<file path="config.mk">
export PLATFORM = sky130hd
export DESIGN_NAME = usb_rx
export DESIGN_NICKNAME = d
export VERILOG_FILES = /design/src/rtl/usb_rx.sv
export SDC_FILE = /design/constraint.sdc
export NUM_CORES = 1
export LEC_CHECK = 0
export ABC_AREA = 1
export BUFFER_PORTS_ARGS = -buffer_cell sky130_fd_sc_hd__buf_4
export CORE_MARGIN = 1.5
export CORE_UTILIZATION = 35
export CTS_CLUSTER_SIZE = 20
export DETAILED_ROUTE_END_ITERATION = 10
export SYNTH_ARGS = -nofsm -noshare
export SYNTH_HDL_FRONTEND = slang
export SYNTH_SLANG_ARGS = --single-unit
</file>
<file path="constraint.sdc">
create_clock -name clk -period 2.15 [get_ports clk]
set_input_delay 0.1075 -clock clk [delete_from_list [all_inputs] [get_ports clk]]
set_output_delay 0.1075 -clock clk [all_outputs]
set_load 0.005 [all_outputs]
</file>
<file path="src/rtl/usb_rx.sv">
// usb_rx: low-speed USB receive front end (4x oversampled, UTMI-style)
// DPLL bit recovery, NRZI decode, unstuffing, SYNC/EOP framing, deserializer
module usb_rx #(
  parameter int SYNC_MIN_ZEROS = 3
) (
  input  logic       clk,
  input  logic       reset,
  input  logic [1:0] d,
  output logic [1:0] line_state,
  output logic [7:0] data,
  output logic       active,
  output logic       valid,
  output logic       error
);

  localparam logic [1:0] SE0 = 2'b00;
  localparam logic [1:0] J   = 2'b01;
  localparam logic [1:0] K   = 2'b10;
  localparam logic [1:0] SE1 = 2'b11;

  typedef enum logic [2:0] {
    IDLE,
    SYNC,
    DATA,
    WAIT_EOP,
    EOP
  } state_t;

  state_t     state_q, state_d;
  logic [1:0] s1_q, s1_d;
  logic [1:0] ls_q, ls_d;
  logic [1:0] sym_q, sym_d;
  logic [1:0] phase_q, phase_d;
  logic [1:0] prev_q, prev_d;
  logic [2:0] zcnt_q, zcnt_d;
  logic [2:0] ones_q, ones_d;
  logic [2:0] bcnt_q, bcnt_d;
  logic [7:0] sh_q, sh_d;
  logic [7:0] data_q, data_d;
  logic       valid_q, valid_d;
  logic       error_q, error_d;
  logic       active_q, active_d;

  logic       trans;
  logic       smp;
  logic       is_se;
  logic       bit_v;

  // Synchronizer, DPLL phase and the receive datapath next-state logic
  always_comb begin
    s1_d     = d;
    ls_d     = s1_q;
    sym_d    = ls_q;
    trans    = ((ls_q == J) || (ls_q == K)) &&
               ((sym_q == J) || (sym_q == K)) &&
               (ls_q != sym_q);
    phase_d  = trans ? 2'd0 : phase_q + 2'd1;
    smp      = (phase_q == 2'd2);
    is_se    = (sym_q == SE0) || (sym_q == SE1);
    bit_v    = (sym_q == prev_q);
    state_d  = state_q;
    prev_d   = prev_q;
    zcnt_d   = zcnt_q;
    ones_d   = ones_q;
    bcnt_d   = bcnt_q;
    sh_d     = sh_q;
    data_d   = data_q;
    valid_d  = 1'b0;
    error_d  = 1'b0;
    active_d = active_q;
    case (state_q)
      IDLE: begin
        prev_d = J;
        if (smp && (sym_q == K)) begin
          prev_d  = K;
          zcnt_d  = 3'd1;
          state_d = SYNC;
        end
      end
      SYNC: begin
        if (smp) begin
          if (is_se) begin
            state_d = IDLE;
          end else begin
            prev_d = sym_q;
            if (!bit_v) begin
              if (zcnt_q != 3'd7) zcnt_d = zcnt_q + 3'd1;
            end else if (int'(zcnt_q) >= SYNC_MIN_ZEROS) begin
              active_d = 1'b1;
              ones_d   = 3'd1;
              bcnt_d   = 3'd0;
              state_d  = DATA;
            end else begin
              state_d = IDLE;
            end
          end
        end
      end
      DATA: begin
        if (smp) begin
          if (is_se) begin
            error_d = (bcnt_q != 3'd0);
            state_d = EOP;
          end else begin
            prev_d = sym_q;
            if (ones_q == 3'd6) begin
              ones_d = 3'd0;
              if (bit_v) begin
                error_d = 1'b1;
                state_d = WAIT_EOP;
              end
            end else begin
              ones_d = bit_v ? ones_q + 3'd1 : 3'd0;
              sh_d   = {bit_v, sh_q[7:1]};
              bcnt_d = bcnt_q + 3'd1;
              if (bcnt_q == 3'd7) begin
                data_d  = {bit_v, sh_q[7:1]};
                valid_d = 1'b1;
              end
            end
          end
        end
      end
      WAIT_EOP: begin
        if (smp && is_se) state_d = EOP;
      end
      EOP: begin
        if (smp && !is_se) begin
          active_d = 1'b0;
          state_d  = IDLE;
        end
      end
      default: state_d = IDLE;
    endcase
  end

  // State and pipeline registers with synchronous active-low reset
  always_ff @(posedge clk) begin
    if (!reset) begin
      state_q  <= IDLE;
      s1_q     <= J;
      ls_q     <= J;
      sym_q    <= J;
      phase_q  <= 2'd0;
      prev_q   <= J;
      zcnt_q   <= 3'd0;
      ones_q   <= 3'd0;
      bcnt_q   <= 3'd0;
      sh_q     <= 8'd0;
      data_q   <= 8'd0;
      valid_q  <= 1'b0;
      error_q  <= 1'b0;
      active_q <= 1'b0;
    end else begin
      state_q  <= state_d;
      s1_q     <= s1_d;
      ls_q     <= ls_d;
      sym_q    <= sym_d;
      phase_q  <= phase_d;
      prev_q   <= prev_d;
      zcnt_q   <= zcnt_d;
      ones_q   <= ones_d;
      bcnt_q   <= bcnt_d;
      sh_q     <= sh_d;
      data_q   <= data_d;
      valid_q  <= valid_d;
      error_q  <= error_d;
      active_q <= active_d;
    end
  end

  assign line_state = ls_q;
  assign data       = data_q;
  assign valid      = valid_q;
  assign error      = error_q;
  assign active     = active_q;

endmodule

</file>
After elaboration in Yosys (flattened, before gate mapping):

Index checks and enable logic that the tools add are counted.

* add/subtract/negate cells: 4
* reductions and logical operators: 28
* order comparisons: 1
* equal/unequal tests: 32
* bitwise operators: 5
* muxes and demuxes: 48

Operators with widths (number)
* $mux W3: 29
* $ne A2 B2 Y1 const B: 13
* $pmux W3 S2: 3
* $reduce_and A8 Y1: 2
* $pmux W3 S5: 1
* $ne A3 B3 Y1 const B: 4
* $reduce_and A6 Y1: 2
* $add A3 B1 Y3 const B: 3
* $eq A3 B3 Y1 const B: 3
* $mux W1: 9
* $eq A2 B2 Y1 const B: 4
* $mux W2: 4
* $reduce_bool A2 Y1: 4
* $reduce_and A7 Y1: 1
* $eq A3 B2 Y1 const B: 2
* $reduce_and A3 Y1: 2
* $logic_and A1 B1 Y1: 5
* $not A1 Y1: 5
* $reduce_and A5 Y1: 1
* $reduce_or A5 Y1: 1
* $eq A2 B1 Y1 const B: 2
* $pmux W2 S2: 1
* $reduce_and A4 Y1: 1
* $reduce_or A2 Y1: 2
* 12 further kinds: 14

* input port bits: 4
* flip-flop bits (word level): 41

Logic depth before layout (Yosys ltp):

* word-level depth: 6
* mapped depth: 12
* gate-level depth less buffers: 12

Least setup slack after synthesis:

OpenSTA, ideal clock, no wires.

* path type: reg-to-reg
* start point: reg sym_q[0]
* end point: reg state_q[1]
* library setup time: 0.113 ns
* period minus slack after synthesis: 1.658 ns
* slack: 0.492 ns
* arrival: 1.545 ns
* path buffers: 0
* cell stages (with the launch flop): 11
* path through: dfxtp_1 > inv_1 > ha_1 > inv_1 > nand2_1 > nand3_1 > nand2_1 > nor2_1 > nand2_1 > nor2_1 > nor2_1

* word-level cells in the longest chain between the ends: 6

RTL lines
* from (decl): RTL line 32 `logic [1:0] sym_q, sym_d;`
* from (signal assigned): RTL line 158 `sym_q <= sym_d;`
* $eq A2 B2 Y1 or $logic_not A2 Y1 (tied branches): RTL line 59 `is_se = (sym_q == SE0) || (sym_q == SE1);`
* $logic_or A1 B1 Y1: RTL line 59
* $logic_not A1 Y1: RTL line 128 `if (smp && !is_se) begin`
* $logic_and A1 B1 Y1: RTL line 128
* $ne A2 B2 Y1 (no source line)
* $reduce_and A8 Y1 (no source line)
* to (signal assigned): RTL line 155 `state_q <= state_d;`
* to (decl): RTL line 29 `state_t state_q, state_d;`

Parallel ways exist; a longest one is shown, timed or not. The select of a mux whose other input is x is not followed.
A chain may end at the register's enable or synchronous reset.

Worst setup path after layout:

* start point: reg sym_q[0]
* end point: reg data_q[7], in the netlist data[7]

* word-level cells in the longest chain between the ends: 4

RTL lines
* $eq A2 B2 Y1 or $logic_not A2 Y1 (tied branches): RTL line 59
* $logic_or A1 B1 Y1: RTL line 59
* $not A1 Y1 (no source line)
* $reduce_and A5 Y1 (no source line)
* to (signal assigned): RTL line 165 `data_q <= data_d;`
* to (decl): RTL line 39 `logic [7:0] data_q, data_d;`

Parallel ways exist; a longest one is shown, timed or not.

==> summary.md <==
| Metric | Value |
|---|---|
| Status | finished clean |
| Top cells by area, synth | dfxtp_1 (41%), nand2_1 (15%), nor2_1 (7.7%) |
| Starting density of the core | 36.0% |
| Mux cell area share after synthesis | 0% |
| Synth Flop Type | dfxtp_1 |
| Global route hottest layer | met2 |
| DRC viols | 0 |
| IO buf count | 16 |
| Largest net degree at the start of global routing | 33 |
| DIE WIDTH | 77.8 um |
| Period utilization | 87.9% |
| CTS root buffer | clkbuf_8 |
| MaxCap Viol Count | 0 |
| Post-synthesis async set-or-reset flop share | 0% |
| P_leak | 1.08 nW |
| WL/cell | 10.3 um |
| Compound-cell area share of the yosys netlist | 12.0% |
| Largest family of logic cells by synthesized area | simple AND/OR/NAND/NOR gates |
| Vias per cell | 4.52 |
| Initial drt markers | 60 |
| Bufs and invs on worst path | 4 |
| Simple-Gate Fraction of Synth Area | 32.5% |
| Final-report hold violation count | 0 |
| Synth Area in Adders | 6.39% |
| RSZ-0062 raised after global routing | no |
| Synth unique cells | 22 |
| Critical Path AT | 2080 ps |
| Setup crit start kind | register |
| Peak VDD IR | 0.404 mV |
| CTS tree | done |
| Max clock buf depth | 2 |
| Final-report setup violation count | 0 |
| Synth area leader | dfxtp_1 |
| Area Overhead vs Synth | 15.9% |
| Post-Synth XOR/XNOR Area | 0% |
| Routed vias | 1700 |
| Core Util, Final | 41.7% |
| Met2 usage | 22.5% |
| Total power | 2.39 mW |
| Fmax | 529 MHz |
| Register area share after synthesis | 40.9% |
| Synthesized cell area | 1960 um^2 |
| #FFs+latches synth | 40 |
| Final Critical Period | 1890 ps |
| Post-cts resize count | 0 |
| Worst Skew | 11.8 ps |
| I/O pins | 17 |
| Die Height | 77.8 um |
| Syn Inst Count | 281 |
| Vias in the first global route | 1522 |
| Syn_area_per_cell | 6.96 um^2 |
| Cell Chain, Critical Path | inv_1, ha_1, inv_1, nand2_1, inv_1, nand3_4, nor2_4, inv_2, nand3_1, o21ai_1 |
| CTS H-tree depth | 2 |
| Crit. End Element | register |
| Met3 usage | 2.59% |
| Placer Congestion | 0.918 |
| Post-route ant nets | 0 |
| Area share of the largest cell type after synthesis | 40.9% |
| Yosys warns | 0 |
| CP most frequent cell | inv_1 |
| Post-CTS Hold Fix Bufs | 2 |
| Worst-path clk slew | 90 ps |
| DPL Wire Length | 2780 um |
| Core Area | 5440 um^2 |
| Worst hold path class | input port to register |
| CP max stage cell | dfxtp_1 |
| Cell family with most CP delay | simple AND/OR/NAND/NOR gates |
| First-pass GRT wire length | 6750 um |
| Max stage delay on crit path | 380 ps |
| Critical path fanouts, max | 9 |
| Post-layout nets | 317 |
| Number of synthesized flops with an enable pin | 0 |
| Slew headroom | 73.4% |
| Detailed-router iteration count before antenna repair | 4 |
| Post-CTS Setup Inserts | 0 |
| Pwr dens | 1050 nW/um^2 |
| Worst skew pair latency | 300 ps |
| Rows | 27 |
| Final max-slew violation count | 0 |
| CTS buffer count | 5 |
| Syn_nets | 295 |
| Initial antenna violation count | 0 |
| WS Path Type | register to register |
| GR Util met1 | 18.0% |
| TNS Setup | 0 ps |
| Total gr overflow | 0 |
| CTS sink cnt | 40 |
| CP required | 2340 ps |
| Wirelength, routed | 3870 um |
| Antenna diodes | 0 |
| Worst-Margin Slew | 398 ps |
| Share of cells above drive strength 1 | 13.2% |
| Die ar. | 6050 um^2 |
| GRT Util Overall | 13.8% |
sequential cells by signal, summed over array words and instances, names as in the netlist:
| name | flops |
|---|---|
| zcnt_q | 3 |
| error | 1 |
| line_state | 2 |
| bcnt_q | 3 |
| ones_q | 3 |
| sym_q | 2 |
| valid | 1 |
| data | 8 |
| prev_q | 2 |
| sh_q | 7 |
| active | 1 |
| ls_d | 2 |
| phase_q | 2 |
| state_q | 3 |
layout by cell type, fill, tap and decap left out, types with 5 or more instances in the layout:
master | netlist | layout
a21oi_1 | 16 | 16
nand2_1 | 76 | 76
dfxtp_1 | 40 | 40
o21ai_1 | 5 | 5
clkbuf_8 | 0 | 5
ha_1 | 10 | 10
o21ai_0 | 15 | 15
inv_1 | 37 | 37
nor2_1 | 40 | 40
buf_4 | 0 | 16
nand3_1 | 15 | 15
stage by stage:
step	hold slack (ps)	std cells	setup WS, ps	cell area, um^2
final	172	376	260	2270
after global routing	196	376	23.4	2270
after CTS	163	376	247	2270
after detailed placement	300	366	257	2160
after global placement	292	366	323	2160
after floorplan	205	281	492	1960
cell usage after synthesis (3+ instances only):
| library cell | instances |
|---|---|
| nor2_4 | 3 |
| o21ai_0 | 15 |
| nand2_2 | 3 |
| a21oi_1 | 16 |
| nor2_1 | 40 |
| inv_2 | 3 |
| ha_1 | 10 |
| nand3_2 | 3 |
| dfxtp_1 | 40 |
| nand2_1 | 76 |
| inv_1 | 37 |
| o21ai_1 | 5 |
| nand3_1 | 15 |
| clkbuf_1 | 3 |
where the power goes:
part / internal, mW / switching (mW) / total [mW]
logic: 0.301 / 0.640 / 0.941
clock network: 0.230 / 0.286 / 0.516
registers: 0.839 / 0.0962 / 0.936
metal layers:
| layer | share of wire [%] | vias to the layer above |
|---|---|---|
| met2 | 43 | 22 |
| met1 | 53 | 746 |
| li1 | - | 927 |
| met4 | 1.2 | 0 |
| met3 | 2.9 | 5 |
| met5 | 0 | - |
cell families after synthesis:
logic type                 count (synthesis)
and+or+nand+nor                          145
AOI/OAI and AO/OA                         43
buffers and inverters                     43
DFF                                       40
adders and majority gates                 10
worst paths after layout:
path	slack, ps	depth (start not counted)	endpoint	from
min reg2reg	420	1	line_state[0]	ls_d[0]
max reg2reg	260	10	data[7]	sym_q[0]
max	260	10	data[7]	sym_q[0]
min	170	2	sym_q[0]	reset
final cells by class:
type / count / area [um^2]
Tap cell: 72 / 90.1
Sequential cell: 40 / 801
Clock inverter: 3 / 23.8
Multi-Input combinational cell: 198 / 995
Inverter: 40 / 150
Timing Repair Buffer: 18 / 140
Fill cell: 566 / 3170
Clock buffer: 5 / 68.8
worst reg2reg max path, delay by kind of cell, from the launching register on:
kind                       cells  cell delay [ps]
AOI/OAI and AO/OA              1               60
buffers and inverters          4              480
adders and majority gates      1              350
and+or+nand+nor                4              530
DFF                            1              380
Note: power is estimated with default switching activity, not from simulation.
